===== config.mk =====
export PLATFORM = sky130hd
export DESIGN_NAME = watch_set_core
export DESIGN_NICKNAME = d
export VERILOG_FILES = /design/src/rtl/watch_set_core.sv
export SDC_FILE = /design/constraint.sdc
export NUM_CORES = 1
export LEC_CHECK = 0
export ABC_AREA = 1
export CAP_MARGIN = 20
export CORE_MARGIN = 8
export CORE_UTILIZATION = 25
export CTS_CLUSTER_DIAMETER = 120
export DETAILED_ROUTE_END_ITERATION = 10
export DONT_BUFFER_PORTS = 1
export GPL_ROUTABILITY_DRIVEN = 1
export PLACE_DENSITY = 0.36
export SLEW_MARGIN = 40
export SYNTH_ARGS = -nofsm -noshare
export SYNTH_HDL_FRONTEND = slang
export SYNTH_SLANG_ARGS = --single-unit

===== constraint.sdc =====
create_clock -name clk -period 2.3 [get_ports clk]
set_input_delay 0.46 -clock clk [delete_from_list [all_inputs] [get_ports clk]]
set_output_delay 0.46 -clock clk [all_outputs]
set_load 0.01 [all_outputs]

===== src/rtl/watch_set_core.sv =====
// watch_set_core: time-of-day counter (msec/sec/min/hour) with a RUN/SET editing mode.
// Latency: all outputs are registered; tick, carry chain and button/mode edits appear one cycle after the sampling edge.
// Backpressure: none; i_btn/i_mode are one-cycle pulses, and a pulse held N cycles acts N times.
//
// Ports:
//   clk        system clock
//   rst        synchronous, active-high reset
//   i_btn[3:0] debounced pulses: [0]=L, [1]=R, [2]=U, [3]=D
//   i_mode     pulse that toggles between RUN and SET
//   msec/sec/min/hour  time-of-day outputs
//   o_pm       PM flag (12-hour build only; tied 0 otherwise)
//   o_editing  high in any SET state
//   o_field    field being edited: 0 sec, 1 min, 2 hour
//
// Optional feature macro: WATCH_12H_EN switches the hour output to 1..12 and drives o_pm.
// The internal hour counter always runs 0..23.

module watch_set_core #(
    parameter int CLK_FREQ  = 100_000_000,
    parameter int TICK_HZ   = 100,
    parameter int INIT_HOUR = 12
) (
    input  logic       clk,
    input  logic       rst,
    input  logic [3:0] i_btn,
    input  logic       i_mode,
    output logic [6:0] msec,
    output logic [5:0] sec,
    output logic [5:0] min,
    output logic [4:0] hour,
    output logic       o_pm,
    output logic       o_editing,
    output logic [1:0] o_field
);

    // Prescaler geometry
    localparam int              DIV       = CLK_FREQ / TICK_HZ;
    localparam int              PW        = (DIV > 1) ? $clog2(DIV) : 1;
    localparam logic [PW-1:0]   PRE_LAST  = PW'(DIV - 1);
    localparam logic [6:0]      MSEC_LAST = 7'(TICK_HZ - 1);
    localparam logic [4:0]      INIT_H    = 5'(INIT_HOUR);

    typedef enum logic [1:0] {
        ST_RUN      = 2'd0,
        ST_SET_SEC  = 2'd1,
        ST_SET_MIN  = 2'd2,
        ST_SET_HOUR = 2'd3
    } state_e;

    state_e state_q, state_d;

    logic [PW-1:0] presc_q, presc_d;
    logic [6:0]    msec_q,  msec_d;
    logic [5:0]    sec_q,   sec_d;
    logic [5:0]    min_q,   min_d;
    logic [4:0]    hour_q,  hour_d;

    logic editing_c;
    logic [1:0] field_c;

    // Button decode. Opposing buttons pressed together cancel each other.
    logic btn_l, btn_r, btn_u, btn_d;
    logic sel_l, sel_r, adj_up, adj_dn;
    logic tick;

    assign btn_l  = i_btn[0];
    assign btn_r  = i_btn[1];
    assign btn_u  = i_btn[2];
    assign btn_d  = i_btn[3];
    assign sel_l  = btn_l & ~btn_r;
    assign sel_r  = btn_r & ~btn_l;
    assign adj_up = btn_u & ~btn_d;
    assign adj_dn = btn_d & ~btn_u;

    // A mode pulse in RUN clears the prescaler before it can terminate,
    // so entering SET never produces a tick.
    assign tick = (state_q == ST_RUN) && !i_mode && (presc_q == PRE_LAST);

    // ------------------------------------------------------------------
    // FSM: state register
    // ------------------------------------------------------------------
    always_ff @(posedge clk) begin
        if (rst) begin
            state_q <= ST_RUN;
        end else begin
            state_q <= state_d;
        end
    end

    // ------------------------------------------------------------------
    // FSM: next-state logic. i_mode wins over any selection move.
    // L walks toward more significant fields, R the other way.
    // ------------------------------------------------------------------
    always_comb begin
        state_d = state_q;
        case (state_q)
            ST_RUN: begin
                if (i_mode) state_d = ST_SET_SEC;
            end
            ST_SET_SEC: begin
                if (i_mode)     state_d = ST_RUN;
                else if (sel_l) state_d = ST_SET_MIN;
                else if (sel_r) state_d = ST_SET_HOUR;
            end
            ST_SET_MIN: begin
                if (i_mode)     state_d = ST_RUN;
                else if (sel_l) state_d = ST_SET_HOUR;
                else if (sel_r) state_d = ST_SET_SEC;
            end
            ST_SET_HOUR: begin
                if (i_mode)     state_d = ST_RUN;
                else if (sel_l) state_d = ST_SET_SEC;
                else if (sel_r) state_d = ST_SET_MIN;
            end
            default: state_d = ST_RUN;
        endcase
    end

    // ------------------------------------------------------------------
    // FSM: output decode from the state register only
    // ------------------------------------------------------------------
    always_comb begin
        editing_c = 1'b0;
        field_c   = 2'd0;
        case (state_q)
            ST_SET_SEC:  begin editing_c = 1'b1; field_c = 2'd0; end
            ST_SET_MIN:  begin editing_c = 1'b1; field_c = 2'd1; end
            ST_SET_HOUR: begin editing_c = 1'b1; field_c = 2'd2; end
            default:     begin editing_c = 1'b0; field_c = 2'd0; end
        endcase
    end

    assign o_editing = editing_c;
    assign o_field   = field_c;

    // ------------------------------------------------------------------
    // Datapath next-state: prescaler, carry chain and SET adjustments
    // ------------------------------------------------------------------
    always_comb begin
        presc_d = presc_q;
        msec_d  = msec_q;
        sec_d   = sec_q;
        min_d   = min_q;
        hour_d  = hour_q;

        if (state_q == ST_RUN) begin
            if (i_mode) begin
                // Entering SET: freeze at a clean sub-second boundary.
                presc_d = '0;
                msec_d  = '0;
            end else if (tick) begin
                presc_d = '0;
                // Whole carry chain resolves on the tick edge.
                if (msec_q == MSEC_LAST) begin
                    msec_d = '0;
                    if (sec_q == 6'd59) begin
                        sec_d = '0;
                        if (min_q == 6'd59) begin
                            min_d  = '0;
                            hour_d = (hour_q == 5'd23) ? 5'd0 : hour_q + 5'd1;
                        end else begin
                            min_d = min_q + 6'd1;
                        end
                    end else begin
                        sec_d = sec_q + 6'd1;
                    end
                end else begin
                    msec_d = msec_q + 7'd1;
                end
            end else begin
                presc_d = presc_q + PW'(1);
            end
        end else begin
            // SET: counting frozen; prescaler held at 0 so the first tick
            // after leaving SET lands exactly one tick period later.
            presc_d = '0;
            msec_d  = '0;
            // Adjustments use the field selected before any same-edge move;
            // a mode pulse discards them. No carry/borrow between fields.
            if (!i_mode) begin
                case (state_q)
                    ST_SET_SEC: begin
                        if (adj_up)      sec_d = (sec_q == 6'd59) ? 6'd0  : sec_q + 6'd1;
                        else if (adj_dn) sec_d = (sec_q == 6'd0)  ? 6'd59 : sec_q - 6'd1;
                    end
                    ST_SET_MIN: begin
                        if (adj_up)      min_d = (min_q == 6'd59) ? 6'd0  : min_q + 6'd1;
                        else if (adj_dn) min_d = (min_q == 6'd0)  ? 6'd59 : min_q - 6'd1;
                    end
                    ST_SET_HOUR: begin
                        if (adj_up)      hour_d = (hour_q == 5'd23) ? 5'd0  : hour_q + 5'd1;
                        else if (adj_dn) hour_d = (hour_q == 5'd0)  ? 5'd23 : hour_q - 5'd1;
                    end
                    default: ;
                endcase
            end
        end
    end

    // ------------------------------------------------------------------
    // Datapath registers
    // ------------------------------------------------------------------
    always_ff @(posedge clk) begin
        if (rst) begin
            presc_q <= '0;
            msec_q  <= '0;
            sec_q   <= '0;
            min_q   <= '0;
            hour_q  <= INIT_H;
        end else begin
            presc_q <= presc_d;
            msec_q  <= msec_d;
            sec_q   <= sec_d;
            min_q   <= min_d;
            hour_q  <= hour_d;
        end
    end

    assign msec = msec_q;
    assign sec  = sec_q;
    assign min  = min_q;

`ifdef WATCH_12H_EN
    // 12-hour view: 0 and 12 both display as 12; PM is the upper half-day.
    // Registered from hour_d so the display stays in step with the counter.
    function automatic logic [4:0] to_12h(input logic [4:0] h);
        if (h == 5'd0)       return 5'd12;
        else if (h > 5'd12)  return h - 5'd12;
        else                 return h;
    endfunction

    logic [4:0] hour_disp_q;
    logic       pm_q;

    always_ff @(posedge clk) begin
        if (rst) begin
            hour_disp_q <= to_12h(INIT_H);
            pm_q        <= (INIT_H >= 5'd12);
        end else begin
            hour_disp_q <= to_12h(hour_d);
            pm_q        <= (hour_d >= 5'd12);
        end
    end

    assign hour = hour_disp_q;
    assign o_pm = pm_q;
`else
    assign hour = hour_q;
    assign o_pm = 1'b0;
`endif

    // ------------------------------------------------------------------
    // Range invariants
    // ------------------------------------------------------------------
    a_field_legal: assert property (@(posedge clk) disable iff (rst) o_field != 2'd3);
    a_sec_range:   assert property (@(posedge clk) disable iff (rst) sec_q < 6'd60);
    a_min_range:   assert property (@(posedge clk) disable iff (rst) min_q < 6'd60);
    a_hour_range:  assert property (@(posedge clk) disable iff (rst) hour_q < 5'd24);
    a_msec_range:  assert property (@(posedge clk) disable iff (rst) msec_q <= MSEC_LAST);
    a_set_frozen:  assert property (@(posedge clk) disable iff (rst)
                                    (state_q != ST_RUN) |-> (msec_q == 7'd0 && presc_q == '0));

endmodule


# == After elaboration in Yosys (flattened, before gate mapping) ==
# Index checks and enable logic that the tools add are counted.
# totals
out_inout_bits,28
wordCells,105
in_bits,7
ff_bits,46
# classes
reduce_logical,18
mux,47
bitwise_logic,10
n_addsub,8
eq_ne,16
# op_table
cell,count
$mux 6,21
$mux 5,12
$add 20x1->20 const B,1
$eq 20x20->1 const B,1
$mux 2,10
$add 6x1->6 const B,2
$eq 6x6->1 const B,2
$logic_not 6->1,2
$ne 4x4->1 const B,3
$sub 6x1->6 const B,2
$pmux 2 s4,1
$add 7x1->7 const B,1
$eq 7x7->1 const B,1
$mux 7,1
$reduce_and 7->1,1
$ne 2x1->1 const B,3
$not 1->1,6
$reduce_and 6->1,1
$reduce_bool 2->1,3
$reduce_or 3->1,2
$add 5x1->5 const B,1
$eq 5x5->1 const B,1
$logic_not 5->1,1
$reduce_and 5->1,1
other kinds (13),19

# == Depth between registers and ports, before layout ==
# Gate-level depths: netlist of run 1.
# depth
ltp_word,8
ltp_mapped,12
mapped_depth_nobuf,12

# == Worst setup path before layout of run 1 ==
# Ideal clock, no wire load.
# synth_path
kind,register -> register
startpoint,"register sec_q[0], in the netlist sec[0]"
endpoint,"register hour_q[2], in the netlist hour[2]"
path_buffers,0
setup_time_ps,130
arrival_ps,1464
required_ps,2170
path_stages_with_launch,10
path_slack_ps,707
period_less_slack_ps,1593
cell_sequence,dfxtp_1 ha_1 nand2_1 nor2_1 and2_1 nand3_1 nand2_2 nand2_1 nand2_1 nand3_1
# synth_via
elab_chain_cells,3
# synth_rtl
item,line,rtl
from (decl),54,"logic [5:0] sec_q, sec_d;"
from (signal assigned),207,sec_q <= '0;
from (signal assigned),213,sec_q <= sec_d;
$eq 6x6->1,156,if (sec_q == 6'd59) begin
$ne 2x1->1 (no source line),-,
$reduce_and 7->1 (no source line),-,
to (signal assigned),215,hour_q <= hour_d;
to (decl),56,"logic [4:0] hour_q, hour_d;"
# Every way passes these cells.
# A chain may end at the register's enable or synchronous reset.

# == Worst setup path after layout of run 1 ==
# layout_path
startpoint,"register sec_q[1], in the netlist sec[1]"
endpoint,"register hour_q[3], in the netlist hour[3]"
# The elaborated chain is that of the path after synthesis.

==> results of run 1 <==
kinds of logic (layout without fill, tap and decap cells):
kind of cell / count (synthesis) / after routing
DFF: 46 / 46
adders and majority gates: 11 / 11
AOI/OAI and AO/OA: 59 / 59
buffers and inverters: 75 / 83
other: 1 / 1
and+or+nand+nor: 301 / 301
xor gates and xnor gates: 17 / 17
where the power goes:
group	switching (mW)	total, mW	leakage (nW)	internal, mW
Sequential	0.00834	0.813	0.371	0.804
Clock	0.320	0.751	0.0729	0.431
Combinational	0.143	0.209	1.02	0.0656
Total	0.471	1.77	1.46	1.30
cells in the mapped netlist (all sizes together):
library cell and count:
a21oi 35, a31oi 2, and2 1, buf 13, clkbuf 2, clkinv 1
conb 1, dfxtp 46, ha 11, inv 59, nand2 126, nand3 57
nand3b 4, nand4 12, nor2 78, nor3 19, o21ai 21, o22ai 1
or2 4, xnor2 4, xor2 13
metrics by stage:
| step | worst slack, ns | instance area [um^2] | total power, mW | hold slack [ns] | utilization [%] |
|---|---|---|---|---|---|
| final | 0.268 | 3580 | 1.77 | 0.238 | 28.6 |
| after global routing | 0.130 | 3580 | 1.87 | 0.225 | 28.6 |
| after CTS | 0.218 | 3580 | 1.81 | 0.230 | 28.6 |
| after detailed placement | 0.238 | 3430 | 1.04 | 0.470 | 27.4 |
| after global placement | 0.243 | 3430 | 1.04 | 0.464 | 27.4 |
| after floorplan | 0.707 | 3180 | 0.987 | 0.441 | - |
sequential cells by signal (all words and copies together) (netlist names):
name,flops
min,6
state_q,2
hour,5
msec,7
presc_q,20
sec,6
per-layer routing:
layer  GRT usage [%]  vias up  part of all wire (%)  wire length [um]
li1                -     1660                     -                 -
met1            13.0     1446                    45              4090
met2            18.9       59                    48              4290
met3            3.06       13                   5.1               459
met4            3.94        0                   2.0               183
met5               0        -                     0                 0
final timing paths:
check                         from                      end  depth (start not counted)
max            sec[1]$_SDFFE_PP0P_     hour[3]$_SDFFE_PP1P_                          9
min                            rst  state_q[1]$_SDFFE_PP0P_                          1
max reg2reg    sec[1]$_SDFFE_PP0P_     hour[3]$_SDFFE_PP1P_                          9
min reg2reg  presc_q[0]$_SDFF_PP0_    presc_q[0]$_SDFF_PP0_                          1
layout make-up:
| cell class | count | area [um^2] | share of cell area [%] |
|---|---|---|---|
| multi-input cells | 389 | 1940 | 54.2 |
| well taps | 172 | 215 | 6.01 |
| flip-flops and latches | 46 | 921 | 25.7 |
| inverters | 60 | 225 | 6.29 |
| clock buffers | 6 | 139 | 3.88 |
| repair buffers | 15 | 125 | 3.50 |
| clock inverters | 2 | 12.5 | 0.350 |
layout by cell type, fill, tap and decap left out, types with 13 or more instances in the layout:
cell and count:
sky130_fd_sc_hd__o21ai_0 21, sky130_fd_sc_hd__buf_4 14, sky130_fd_sc_hd__nor2_1 74, sky130_fd_sc_hd__nand3_1 57, sky130_fd_sc_hd__a21oi_1 32, sky130_fd_sc_hd__dfxtp_1 46
sky130_fd_sc_hd__nor3_1 17, sky130_fd_sc_hd__inv_1 53, sky130_fd_sc_hd__xor2_1 13, sky130_fd_sc_hd__nand2_1 123
==> results.sh, run 1 <==
export IMPL_finClkSkew_ns=0.00580
export IMPL_layout_drive_gt1_share_pct=8.88
export IMPL_arrival_ns=2.20
export IMPL_grt_total_usage_pct=11.1
export IMPL_final_setup_tns_ns=0
export IMPL_synth_top_family_by_area="simple AND/OR/NAND/NOR gates"
export IMPL_io_buffer_count=0
export IMPL_grt_setup_unrepaired="false"
export IMPL_layout_worst_path_cycle_share_pct=88.3
export IMPL_report_final_setup_viol=0
export IMPL_postSynthRegisterBits=46
export IMPL_core_rowCount=41
export IMPL_worstSetupStartpointType="flop"
export IMPL_chipWidth_um=129
export IMPL_crit_path_cell_trace="ha_1 -> nand2_1 -> nor2_1 -> and2_1 -> nand3_1 -> nand2_2 -> nand2_1 -> nand2_1 -> nand3_1"
export IMPL_cpMostUsedCell="sky130_fd_sc_hd__nand2_1"
export IMPL_ioPinCount=35
export IMPL_cts_resized_gates=0
export IMPL_detail_route_iter0_violations=166
export IMPL_syn_to_final_growth_pct=12.6
export IMPL_p_leak_nw=1.46
export IMPL_first_pass_iters=4
export IMPL_syn_cell_area_um2=3180
export IMPL_timing_worst_setup_path_type="flop to flop"
export IMPL_viasPerCell=4.61
export IMPL_synth_adder_area_share_pct=4.33
export IMPL_clk_insertion_delay_late_ns=0.29
export IMPL_highest_clock_frequency_the_design_can_meet_ghz=0.492
export IMPL_critical_path_top_delay_family="simple AND/OR/NAND/NOR gates"
export IMPL_worst_setup_path_end_kind="flop"
export IMPL_synthesized_area_fraction_occupied_by_ao_oa_aoi_and_oai_cells_pct=10.2
export IMPL_ctsHoldBuffers=0
export IMPL_clk_pin_slew_ns=0.07
export IMPL_wl_um=9030
export IMPL_clkSinkCount=46
export IMPL_count_of_antenna_diodes_in_the_layout=0
export IMPL_ys_warn_count=0
export IMPL_cts_inserted_buffers=5
export IMPL_path_max_fanout=9
export IMPL_placed_wire_length_estimate_after_detailed_placement_um=6860
export IMPL_cap_violations=0
export IMPL_leading_area_contributor_after_synthesis="sky130_fd_sc_hd__dfxtp_1"
export IMPL_cts_htree_levels=2
export IMPL_regToRegSetupSlack_ns=0.27
export IMPL_cp_slowest_stage_delay_ns=0.50
export IMPL_synth_top_cells_by_area="sky130_fd_sc_hd__dfxtp_1 (29%), sky130_fd_sc_hd__nand2_1 (15%), sky130_fd_sc_hd__nand3_1 (9.0%), sky130_fd_sc_hd__nor2_1 (8.7%), sky130_fd_sc_hd__inv_1 (6.3%)"
export IMPL_floorplan_initialDensity_pct=25.4
export IMPL_route_antenna_remaining_nets=0
export IMPL_post_route_drc_count=0
export IMPL_stdcell_count=690
export IMPL_synthCells=510
export IMPL_timing_slew_headroom_pct=60.2
export IMPL_yosys_area_share_xor_xnor_pct=4.69
export IMPL_synth_top_area_share_pct=29.0
export IMPL_synth_lib_cells_used_distinct=32
export IMPL_vdd_drop_max_mv=0.276
export IMPL_cp_data_required_time_ns=2.46
export IMPL_post_cts_repair_setup_buffers=0
export IMPL_worstHoldPathType="input port to flop"
export IMPL_timing_worst_slew_pin_value_ns=0.593
export IMPL_wl_cell_um=13.1
export IMPL_hold_vio_cnt_final=0
export IMPL_slowest_stage="sky130_fd_sc_hd__dfxtp_1"
export IMPL_antenna_found_initial=0
export IMPL_pwr_density_cell_nw_per_um2=495
export IMPL_timing_final_max_slew_violations=0
export IMPL_tritoncts="built"
export IMPL_grt_max_degree=33
export IMPL_synthesis_nets=528
export IMPL_crit_path_buffers_inverters=0
export IMPL_placed_cells=682
export IMPL_result_of_the_run="finished clean"
export IMPL_fillCellCount=1458
export IMPL_grt_ovfl_total=0
export IMPL_routed_via_count=3178
export IMPL_finalNetCount=535
export IMPL_gpl_final_weighted_congestion=0.801
export IMPL_sequential_to_total_area_share_from_yosys_stat_pct=29.0
export IMPL_grt_pass1_wl_um=14800
export IMPL_clockBufferDepth=2
export IMPL_period_needed_ns=2.03
export IMPL_synth_simple_gate_area_share_pct=41.7
export IMPL_synthesis_area_per_instance_um2=6.23
export IMPL_total_die_area_um2=16600
export IMPL_die_h_um=129
export IMPL_core_region_um2=12500
export IMPL_cell_at_the_root_of_the_clock_tree="sky130_fd_sc_hd__clkbuf_16"
export IMPL_synthMuxAreaShare_pct=0
export IMPL_via_count_of_the_first_global_routing_pass=2961
(Power assumes the default switching activity.)
==> run 2: changes to the inputs <==
--- a/config.mk
+++ b/config.mk
@@ -13,7 +13,7 @@
 export DETAILED_ROUTE_END_ITERATION = 10
 export DONT_BUFFER_PORTS = 1
 export GPL_ROUTABILITY_DRIVEN = 1
-export PLACE_DENSITY = 0.36
+export PLACE_DENSITY_LB_ADDON = 0.12
 export SLEW_MARGIN = 40
 export SYNTH_ARGS = -nofsm -noshare
 export SYNTH_HDL_FRONTEND = slang
==> constraint.sdc (replaced) <==
create_clock -name clk -period 2.3 [get_ports clk]
set_input_delay 0.575 -clock clk [delete_from_list [all_inputs] [get_ports clk]]
set_output_delay 0.575 -clock clk [all_outputs]
set_load 0.01 [all_outputs]
==> run 2 against run 1 <==
Clock skew increased by 0.00078 ns. Sequential share of layout area about the same. Design area increased by 0.11%. Clock power decreased by 2.7%. Worst hold slack improved by 0.12 ns. Combinational power about the same. Setup slack improved by 0.043 ns. Critical path type unchanged. Largest cell class unchanged. Largest power group unchanged.
==> results.sh, run 2 (synthesized netlist as in run 1, its figures left out) <==
export IMPL_clockBufferDepth=2
export IMPL_tritoncts="built"
export IMPL_cp_data_required_time_ns=2.46
export IMPL_cell_at_the_root_of_the_clock_tree="sky130_fd_sc_hd__clkbuf_16"
export IMPL_period_needed_ns=1.99
export IMPL_worstHoldPathType="input port to flop"
export IMPL_viasPerCell=4.52
export IMPL_cts_htree_levels=2
export IMPL_flip_flop_count_of_the_largest_register_after_layout=20
export IMPL_via_count_of_the_first_global_routing_pass=2936
export IMPL_worstSetupStartpointType="flop"
export IMPL_vdd_drop_max_mv=0.283
export IMPL_io_buffer_count=0
export IMPL_detail_route_iter0_violations=234
export IMPL_count_of_antenna_diodes_in_the_layout=0
export IMPL_finalPower_mw=1.75
export IMPL_grt_setup_unrepaired="false"
export IMPL_grt_total_usage_pct=10.7
export IMPL_crit_path_buffers_inverters=0
export IMPL_cts_resized_gates=0
export IMPL_p_leak_nw=1.47
export IMPL_multiInputGateArea_um2=1940
export IMPL_most_common_cell_after_layout_fill_and_taps_aside="sky130_fd_sc_hd__nand2_1"
export IMPL_placed_wire_length_estimate_after_detailed_placement_um=6670
export IMPL_ioPinCount=35
export IMPL_cpMostUsedCell="sky130_fd_sc_hd__nand2_1"
export IMPL_finClkSkew_ns=0.00658
export IMPL_post_cts_repair_setup_buffers=0
export IMPL_first_pass_iters=4
export IMPL_finalNetCount=536
export IMPL_route_antenna_remaining_nets=0
export IMPL_timing_slew_headroom_pct=62.6
export IMPL_fillCellCount=1429
export IMPL_timing_worst_slew_pin_value_ns=0.557
export IMPL_clk_pin_slew_ns=0.06
export IMPL_antenna_found_initial=0
export IMPL_seq_area_um2=921
export IMPL_timing_worst_setup_path_type="flop to flop"
export IMPL_die_h_um=129
export IMPL_routed_via_count=3125
export IMPL_highest_clock_frequency_the_design_can_meet_ghz=0.503
export IMPL_arrival_ns=2.15
export IMPL_timing_final_max_slew_violations=0
export IMPL_grt_pass1_wl_um=14500
export IMPL_final_setup_tns_ns=0
export IMPL_cts_inserted_buffers=5
export IMPL_slowest_stage="sky130_fd_sc_hd__dfxtp_1"
export IMPL_gpl_final_weighted_congestion=0.825
export IMPL_worst_setup_path_end_kind="flop"
export IMPL_grt_ovfl_total=0
export IMPL_hold_vio_cnt_final=0
export IMPL_syn_to_final_growth_pct=12.8
export IMPL_clkSinkCount=46
export IMPL_core_rowCount=41
export IMPL_registers_top_by_ff_count="presc_q"
export IMPL_path_max_fanout=9
export IMPL_wl_um=8650
export IMPL_cp_slowest_stage_delay_ns=0.52
export IMPL_hold_ws_ns=0.354
export IMPL_report_final_setup_viol=0
export IMPL_core_region_um2=12500
export IMPL_total_die_area_um2=16600
export IMPL_post_route_drc_count=0
export IMPL_chipWidth_um=129
export IMPL_ctsHoldBuffers=0
export IMPL_pwr_density_cell_nw_per_um2=489
export IMPL_layout_worst_path_cycle_share_pct=86.5
export IMPL_clk_insertion_delay_late_ns=0.28
export IMPL_layout_common_cells="sky130_fd_sc_hd__nand2_1 (123), sky130_fd_sc_hd__nor2_1 (74), sky130_fd_sc_hd__nand3_1 (57)"
export IMPL_floorplan_initialDensity_pct=25.4
export IMPL_cap_violations=0
export IMPL_result_of_the_run="finished clean"
export IMPL_grt_max_degree=33
export IMPL_crit_path_cell_trace="ha_1 -> nand2_1 -> nor2_1 -> and2_1 -> nand3_1 -> nand2_2 -> nand2_1 -> nand2_1 -> nand3_1"
export IMPL_wl_cell_um=12.5
export IMPL_critical_path_top_delay_family="simple AND/OR/NAND/NOR gates"
export IMPL_layout_drive_gt1_share_pct=8.86
[run 2: worst paths after layout]
kind	startpoint	endpoint	slack, ns	cells after the start
worst max-delay path	sec[1]$_SDFFE_PP0P_	hour[2]$_SDFFE_PP1P_	0.31	9
worst min-delay path	rst	state_q[1]$_SDFFE_PP0P_	0.35	1
worst max register to register	sec[1]$_SDFFE_PP0P_	hour[2]$_SDFFE_PP1P_	0.31	9
worst min register to register	presc_q[0]$_SDFF_PP0_	presc_q[0]$_SDFF_PP0_	0.48	1
[run 2: final cells by class]
cell class	instances	area share [%]
sequential	46	25.7
multi-input combinational	389	54.2
clock inverter	1	0.140
inverter	60	6.29
clock buffer	7	3.98
tap	172	6.01
timing repair buffer	16	3.70
[run 2: report_power, final]
group | switching [mW] | internal, mW
combinational | 0.140 | 0.0681
clock | 0.300 | 0.431
sequential | 0.00898 | 0.804
[run 2: through the flow]
stage | util [%] | setup WS [ns] | instance area (um^2) | std cells
6_report | 28.6 | 0.311 | 3580 | 691
5_1_grt | 28.6 | 0.126 | 3580 | 691
4_1_cts | 28.6 | 0.261 | 3580 | 691
3_5_place_dp | 27.4 | 0.275 | 3430 | 683
3_3_place_gp | 27.4 | 0.269 | 3430 | 683
2_1_floorplan | - | 0.697 | 3180 | 510
[run 2: routing by layer]
metal  vias up  global-route usage [%]  routed length, um
li1       1660                       -                  -
met1      1409                    13.0               4050
met2        43                    18.3               4060
met3        13                    2.36                368
met4         0                    3.73                177
met5         -                       0                  0
